--- config.mk ---
export PLATFORM = sky130hd
export DESIGN_NAME = mem_arbiter
export DESIGN_NICKNAME = d
export VERILOG_FILES = /design/src/rtl/mem_arb_pkg.sv /design/src/rtl/mem_arb_pick.sv /design/src/rtl/mem_arbiter.sv
export SDC_FILE = /design/constraint.sdc
export NUM_CORES = 1
export LEC_CHECK = 0
export ABC_AREA = 1
export BUFFER_PORTS_ARGS = -buffer_cell sky130_fd_sc_hd__clkbuf_2
export CORE_AREA = 2 2 122 124
export CTS_CLUSTER_DIAMETER = 120
export DETAILED_ROUTE_END_ITERATION = 10
export DIE_AREA = 0 0 124 126
export PLACE_DENSITY = 0.77
export SLEW_MARGIN = 20
export SYNTH_ARGS = -nofsm -noshare
export SYNTH_HDL_FRONTEND = slang
export SYNTH_SLANG_ARGS = --single-unit
export TNS_END_PERCENT = 50
--- constraint.sdc ---
create_clock -name clock -period 2.9 [get_ports clock]
set_clock_uncertainty 0.05 [all_clocks]
set_input_delay 0.58 -clock clock [delete_from_list [all_inputs] [get_ports clock]]
set_output_delay 0.58 -clock clock [all_outputs]
set_load 0.01 [all_outputs]
--- src/rtl/mem_arb_pkg.sv ---
`default_nettype none
// ============================================================================
// Module   : mem_arb_pkg
// Purpose  : Shared types and constants for the data-memory port arbiter.
// Revision : 1.0  initial release
// ============================================================================
package mem_arb_pkg;

    typedef enum logic [1:0] {
        IDLE   = 2'd0,
        WAIT   = 2'd1,
        ACCESS = 2'd2,
        RESP   = 2'd3
    } arb_state_t;

    localparam logic IFU_PORT        = 1'b0;
    localparam logic LSU_PORT        = 1'b1;
    localparam int   DEFAULT_LATENCY = 1;

endpackage
`default_nettype wire

--- src/rtl/mem_arb_pick.sv ---
`default_nettype none
// ============================================================================
// Module   : mem_arb_pick
// Purpose  : Combinational winner selection between IFU and LSU requests.
//            MEM_ARB_RR_EN selects round-robin, otherwise LSU has priority.
// Revision : 1.0  initial release
// ============================================================================
module mem_arb_pick
    import mem_arb_pkg::*;
(
    input  logic [1:0] valid,
`ifdef MEM_ARB_RR_EN
    input  logic       last_grant,
`endif
    output logic       any,
    output logic       grant
);

    always_comb begin
        any = |valid;
`ifdef MEM_ARB_RR_EN
        // On contention the port that did not win last time goes first
        if (&valid) begin
            grant = ~last_grant;
        end else begin
            grant = valid[LSU_PORT] ? LSU_PORT : IFU_PORT;
        end
`else
        grant = valid[LSU_PORT] ? LSU_PORT : IFU_PORT;
`endif
    end

endmodule
`default_nettype wire

--- src/rtl/mem_arbiter.sv ---
`default_nettype none
// ============================================================================
// Module   : mem_arbiter
// Purpose  : Two-port arbiter/sequencer for the shared data-memory port, one
//            transaction at a time with programmable wait latency.
//            Optional macro: MEM_ARB_RR_EN (round-robin arbitration).
// Revision : 1.0  initial release
// ============================================================================
module mem_arbiter
    import mem_arb_pkg::*;
#(
    parameter int LATENCY = DEFAULT_LATENCY,
    parameter int CNT_W   = 4
) (
    input  logic             clock,
    input  logic             reset,
    input  logic [1:0]       req_valid,
    output logic [1:0]       req_ready,
    input  logic [1:0][31:0] req_addr,
    input  logic [1:0][31:0] req_wdata,
    input  logic [1:0][2:0]  req_wmask,
    input  logic [1:0]       req_wr,
    output logic [1:0]       resp_valid,
    input  logic [1:0]       resp_ready,
    output logic [1:0][31:0] resp_rdata,
    output logic [31:0]      mem_addr,
    output logic [31:0]      mem_data,
    output logic [2:0]       mem_wmask,
    output logic             mem_wr,
    output logic             mem_valid,
    input  logic [31:0]      mem_rdata
);

    localparam logic [CNT_W-1:0] c_lat_load = (LATENCY > 0) ? CNT_W'(LATENCY - 1) : '0;

    arb_state_t       r_state;
    arb_state_t       w_next_state;
    logic [CNT_W-1:0] r_cnt;
    logic             r_grant;
    logic [31:0]      r_addr;
    logic [31:0]      r_wdata;
    logic [2:0]       r_wmask;
    logic             r_wr;
    logic [31:0]      r_rdata;
    logic             w_any;
    logic             w_pick;
    logic             w_accept;

`ifdef MEM_ARB_RR_EN
    logic             r_last_grant;
`endif

    mem_arb_pick u_pick (
        .valid      (req_valid),
`ifdef MEM_ARB_RR_EN
        .last_grant (r_last_grant),
`endif
        .any        (w_any),
        .grant      (w_pick)
    );

    assign w_accept = (r_state == IDLE) && w_any;

    always_ff @(posedge clock) begin
        if (reset) begin
            r_state <= IDLE;
            r_cnt   <= '0;
            r_grant <= IFU_PORT;
            r_addr  <= '0;
            r_wdata <= '0;
            r_wmask <= '0;
            r_wr    <= 1'b0;
            r_rdata <= '0;
        end else begin
            r_state <= w_next_state;
            if (w_accept) begin
                r_grant <= w_pick;
                r_addr  <= req_addr[w_pick];
                r_wdata <= req_wdata[w_pick];
                r_wmask <= req_wmask[w_pick];
                r_wr    <= req_wr[w_pick];
                r_cnt   <= c_lat_load;
            end else if (r_state == WAIT && r_cnt != '0) begin
                r_cnt <= r_cnt - CNT_W'(1);
            end
            // Writes complete with zero data so a stale read value never leaks
            if (r_state == ACCESS) begin
                r_rdata <= r_wr ? 32'h0 : mem_rdata;
            end
        end
    end

`ifdef MEM_ARB_RR_EN
    always_ff @(posedge clock) begin
        if (reset) begin
            r_last_grant <= IFU_PORT;
        end else if (w_accept) begin
            r_last_grant <= w_pick;
        end
    end
`endif

    always_comb begin
        w_next_state = r_state;
        case (r_state)
            IDLE:    if (w_any) w_next_state = (LATENCY > 0) ? WAIT : ACCESS;
            WAIT:    if (r_cnt == '0) w_next_state = ACCESS;
            ACCESS:  w_next_state = RESP;
            RESP:    if (resp_ready[r_grant]) w_next_state = IDLE;
            default: w_next_state = IDLE;
        endcase
    end

    for (genvar p = 0; p < 2; p++) begin : g_port
        assign req_ready[p]  = w_accept & ~reset & (w_pick == 1'(p));
        assign resp_valid[p] = (r_state == RESP) & (r_grant == 1'(p));
        assign resp_rdata[p] = (r_grant == 1'(p)) ? r_rdata : 32'h0;
    end

    // Strobes are gated by reset so an access in a reset cycle never commits
    assign mem_valid = (r_state == ACCESS) & ~reset;
    assign mem_wr    = mem_valid & r_wr;
    assign mem_addr  = r_addr;
    assign mem_data  = r_wdata;
    assign mem_wmask = r_wmask;

endmodule
`default_nettype wire
# == Word level (Yosys, flattened, before mapping) ==
# Index checks and enable logic that the tools add are counted.
# op_classes
addsub,1
mul,0
div_mod_pow,0
n_lt_le_gt_ge,2
n_eq_ne,6
shifts,0
muxes,18
bitwise,10
reduce_logical,8
# ops
cell,n
32-bit 2-to-1 mux,7
2-bit one-hot mux with 4 select lines,1
1-bit AND,7
2-bit 2-to-1 mux,3
3-bit 2-to-1 mux,2
1-bit 2-to-1 mux,5
2-bit equality test (second input constant),2
4-bit logical NOT,1
1-bit by 2-bit less-than comparator with 1-bit output (second input constant),2
2-bit inequality test (second input constant),2
4-bit nonzero test,1
2-bit OR reduction,2
4-bit by 1-bit subtractor with 4-bit output (second input constant),1
1-bit NOT,3
3-bit AND reduction,1
2-bit by 1-bit equality test with 1-bit output (second input constant),1
1-bit logical AND,2
2-bit logical NOT,1
2-bit by 1-bit inequality test with 1-bit output (second input constant),1
# word_totals
ff_bits,107
latch_bits,0
mem_bits_rw,0
rom_bits,0
input_bits,174
out_inout_bits,137
wordCells,53
n_memories,0

# == Logic depth before layout (Yosys ltp) ==
# depth
depth_word,4
mapped_depth,10
mapped_depth_nobuf,8

# == Hierarchy ==
# A second synthesis with hierarchy kept.
# unflattened
hier_cells,653
hier_area_um2,4668.2
# modules_own_cells
mod,n_inst,cells_each,area_each_um2,seq_area_each_um2
mem_arbiter,1,649,4649.5,2142.1
mem_arb_pick,1,4,18.8,0.0

# == Least setup slack after synthesis ==
# OpenSTA, ideal clock, no wires.
# synth_timing
path_type,register -> output
start,register r_state[0]
end,output mem_wr
arrival_ns,1.366
required_time_ns,2.270
slack_ns,0.904
stages_incl_launch_ff,7
n_path_buf,2
path_cell_list,dfxtp_1 > inv_1 > ha_1 > buf_2 > clkinv_1 > clkbuf_1 > nor3_1
# synth_between
elab_chain_cells,3
# synth_rtl
item,line,rtl
"start, declared",mem_arbiter.sv:36,arb_state_t r_state;
"start signal, assigned",mem_arbiter.sv:75,r_state <= w_next_state;
2-bit equality test,mem_arbiter.sv:121,assign mem_valid = (r_state == ACCESS) & ~reset;
1-bit AND,mem_arbiter.sv:121,
1-bit AND,mem_arbiter.sv:122,assign mem_wr = mem_valid & r_wr;
"end, declared",mem_arbiter.sv:29,"output logic mem_wr,"
# No other way between the ends.

# == Worst setup path in the final report ==
# layout_timing
start,register r_state[0]
end,output req_ready[0]
# layout_between
elab_chain_cells,4
# layout_rtl
item,line,rtl
2-bit logical NOT,mem_arbiter.sv:62,assign w_accept = (r_state == IDLE) && w_any;
1-bit logical AND,mem_arbiter.sv:62,
1-bit AND (2 in series),mem_arbiter.sv:115,assign req_ready[p] = w_accept & ~reset & (w_pick == 1'(p));
"end, declared",mem_arbiter.sv:18,"output logic [1:0] req_ready,"
# No other way between the ends.

==> impl_metrics.ini <==
[critical_path]
r2r_slack_ps = 810
endpoint_kind = output port
cpMostUsedCell = inv_2
path_delay_family = buffers and inverters
cp.required_ps = 2270
crit_arrival_ps = 1850
path_class = reg -> out
cpPeakStageDelay_ps = 330
crit_fanout = 23
slowest_stage = dfxtp_1
cp_cell_sequence = inv_1 -> ha_1 -> o21ai_2 -> inv_2 -> nand3_1 -> inv_2 -> clkbuf_2
cp-start-kind = register
cp_num_buf_inv = 4

[sta]
relSlewSlack_pct = 60.0
fin_tns_setup_ps = 0
tightest_slew_ps = 600
min_period_ps = 2480
worst_slack_ps = 423
rsz0062_at_grt = false
period_share_pct = 85.4
hold_viol_final = 0
setup_violations = 0
max_freq_mhz = 404
slew_violations = 0

[layout]
final_common_cell = clkbuf_2
drive_gt1_share_pct = 34.1
fill_cells = 1487
stdcell_area_mm2 = 0.00668
syn2layout_area_growth_pct = 40.0
final_cell_mix = clkbuf_2 (310), nand2_1 (283), dfxtp_1 (106)
n_antenna_cell = 0
nets = 1180

[logic_synthesis]
synth_area_leaders = dfxtp_1 (45%), nand2_1 (22%), nand3_1 (11%)
synth_top_area_cell = dfxtp_1
syn-num-nets = 891
ys_ff_latch = 107
ys_seq_area_share_pct = 44.9
syn_inst = 711
synth_area_per_cell_um2 = 6.71
synth_cell_types = 22
synth_area_mm2 = 0.00477
yosysWarnings = 0
synth_top_cell_area_share_pct = 44.9

[pwr]
power_density_mw_per_mm2 = 748
power.total_mw = 5.00
peakVddDrop_uv = 334
switchingPower_mw = 1.91
p_seq_share_pct = 40.8
pwr-share-comb_pct = 35.0
p_leak_nw = 3.71
p_int_mw = 3.09
swShare_pct = 38.2
pwr-share-clk_pct = 24.2

[placement]
gp_congestion = 0.803
portBuffers = 310
dpl.hpwl_mm = 10.9
dp_slack_ps = 724
place_area_mm2 = 0.00639

[clocking]
clk_latency_ps = 340
holdBufCountCts = 0
clock-root-buffer = clkbuf_16
numCtsBuffers = 9
ctsResizeCount = 0
postCtsSetupRepairBufs = 0
clkSinkCount = 107
clk_pin_slew_ps = 80
ctsHtreeMaxLevel = 3
cts_max_path_buffers = 2
cts_tree = done

[floorplanning]
coreArea_mm2 = 0.0143
rows = 44
die_area_mm2 = 0.0156
die-height_um = 126
start_util_pct = 33.3
io-pin-count = 311
die_w_um = 124

[global_routing]
grt_max_degree = 70
grt_pass1_vias = 4683
overflow = 0
grt_pass1_wl_mm = 22.1
antenna_found_initial = 0
grtUsageTotal_pct = 18.0

[run_status]
status = finished, final reports clean

[routing]
totalWireLength_mm = 14.5
drt-initial-drc-count = 193
ant_nets = 0
routed_via_density = 4.48
drc = 0
vias = 5327
dr.pass1.iters = 4
routedWlPerCell_um = 12.2

[worst_hold_path]
hp-class = in -> reg

[job]
maxCapViolCount = 0
==> per-stage QoR <==
step                      util (%)  hold slack (ps)  cells
after floorplan                  -              392    711
after global placement        44.7              404   1173
after detailed placement      44.7              405   1173
after CTS                     46.7              356   1189
after global routing          46.7              371   1189
final                         46.7              369   1189
==> metal layers <==
metal  global-route usage (%)  up-vias  part of all wire (%)
met1                     19.9     2318                    40
met3                     4.39       24                   7.9
li1                         -     2766                     -
met5                        0        -                     0
met2                     32.4      219                    49
met4                     8.00        0                   2.8
==> flip-flops by register name, indices dropped and copies added, names as in the netlist <==
signal     count
r_wr           1
r_cnt          4
r_grant        1
r_rdata       32
mem_data      32
mem_wmask      3
mem_addr      32
r_state        2
==> Yosys cell counts, drive strengths merged <==
master and count:
nand2 283, dfxtp 107, nand3 104, inv 80, nor2 44, a21oi 34
buf 32, clkbuf 10, ha 6, nand4 3, nor3 2, o21ai 2
o21bai 2, a31oi 1, clkinv 1
==> cell families (layout without fill, tap and decap cells) <==
logic type	Yosys count	after routing	synth area share [%]
buffers and inverters	123	417	11.6
AND/OR/NAND/NOR	436	436	37.6
AO/OA/AOI/OAI	39	39	4.30
adder cells (fa/ha/maj)	6	6	1.57
flip-flops	107	107	44.9
==> worst min-delay path, delay by kind of cell <==
| kind | cells | cell delay, ps |
|---|---|---|
| simple gates | 2 | 90 |
| buf+inv | 1 | 70 |
==> cell type report <==
type	count	area, um^2	area share, %
Timing Repair Buffer	320	1640	24.5
Tap cell	184	230	3.45
Clock inverter	7	63.8	0.955
Sequential cell	107	2140	32.1
Multi-Input combinational cell	481	2080	31.1
Inverter	81	304	4.55
Clock buffer	9	225	3.37
==> power groups by stage <==
stage / Clock [mW] / Combinational [mW] / Sequential (mW)
after CTS: 1.25 / 1.79 / 2.04
after global placement: 0 / 1.76 / 2.06
after detailed placement: 0 / 1.79 / 2.06
after floorplan: 0 / 1.01 / 2.15
final: 1.21 / 1.75 / 2.04
after global routing: 1.30 / 1.99 / 2.08
==> final timing paths <==
| check | start | end | cells after the start |
|---|---|---|---|
| worst max register to register | r_state[0] | mem_data[8] | 9 |
| worst min-delay path | req_addr[1] | mem_addr[1] | 3 |
| worst min register to register | r_cnt[1] | r_cnt[1] | 2 |
| worst max-delay path | r_state[0] | req_ready[0] | 7 |
No activity file was read; power rests on OpenSTA's default activity.
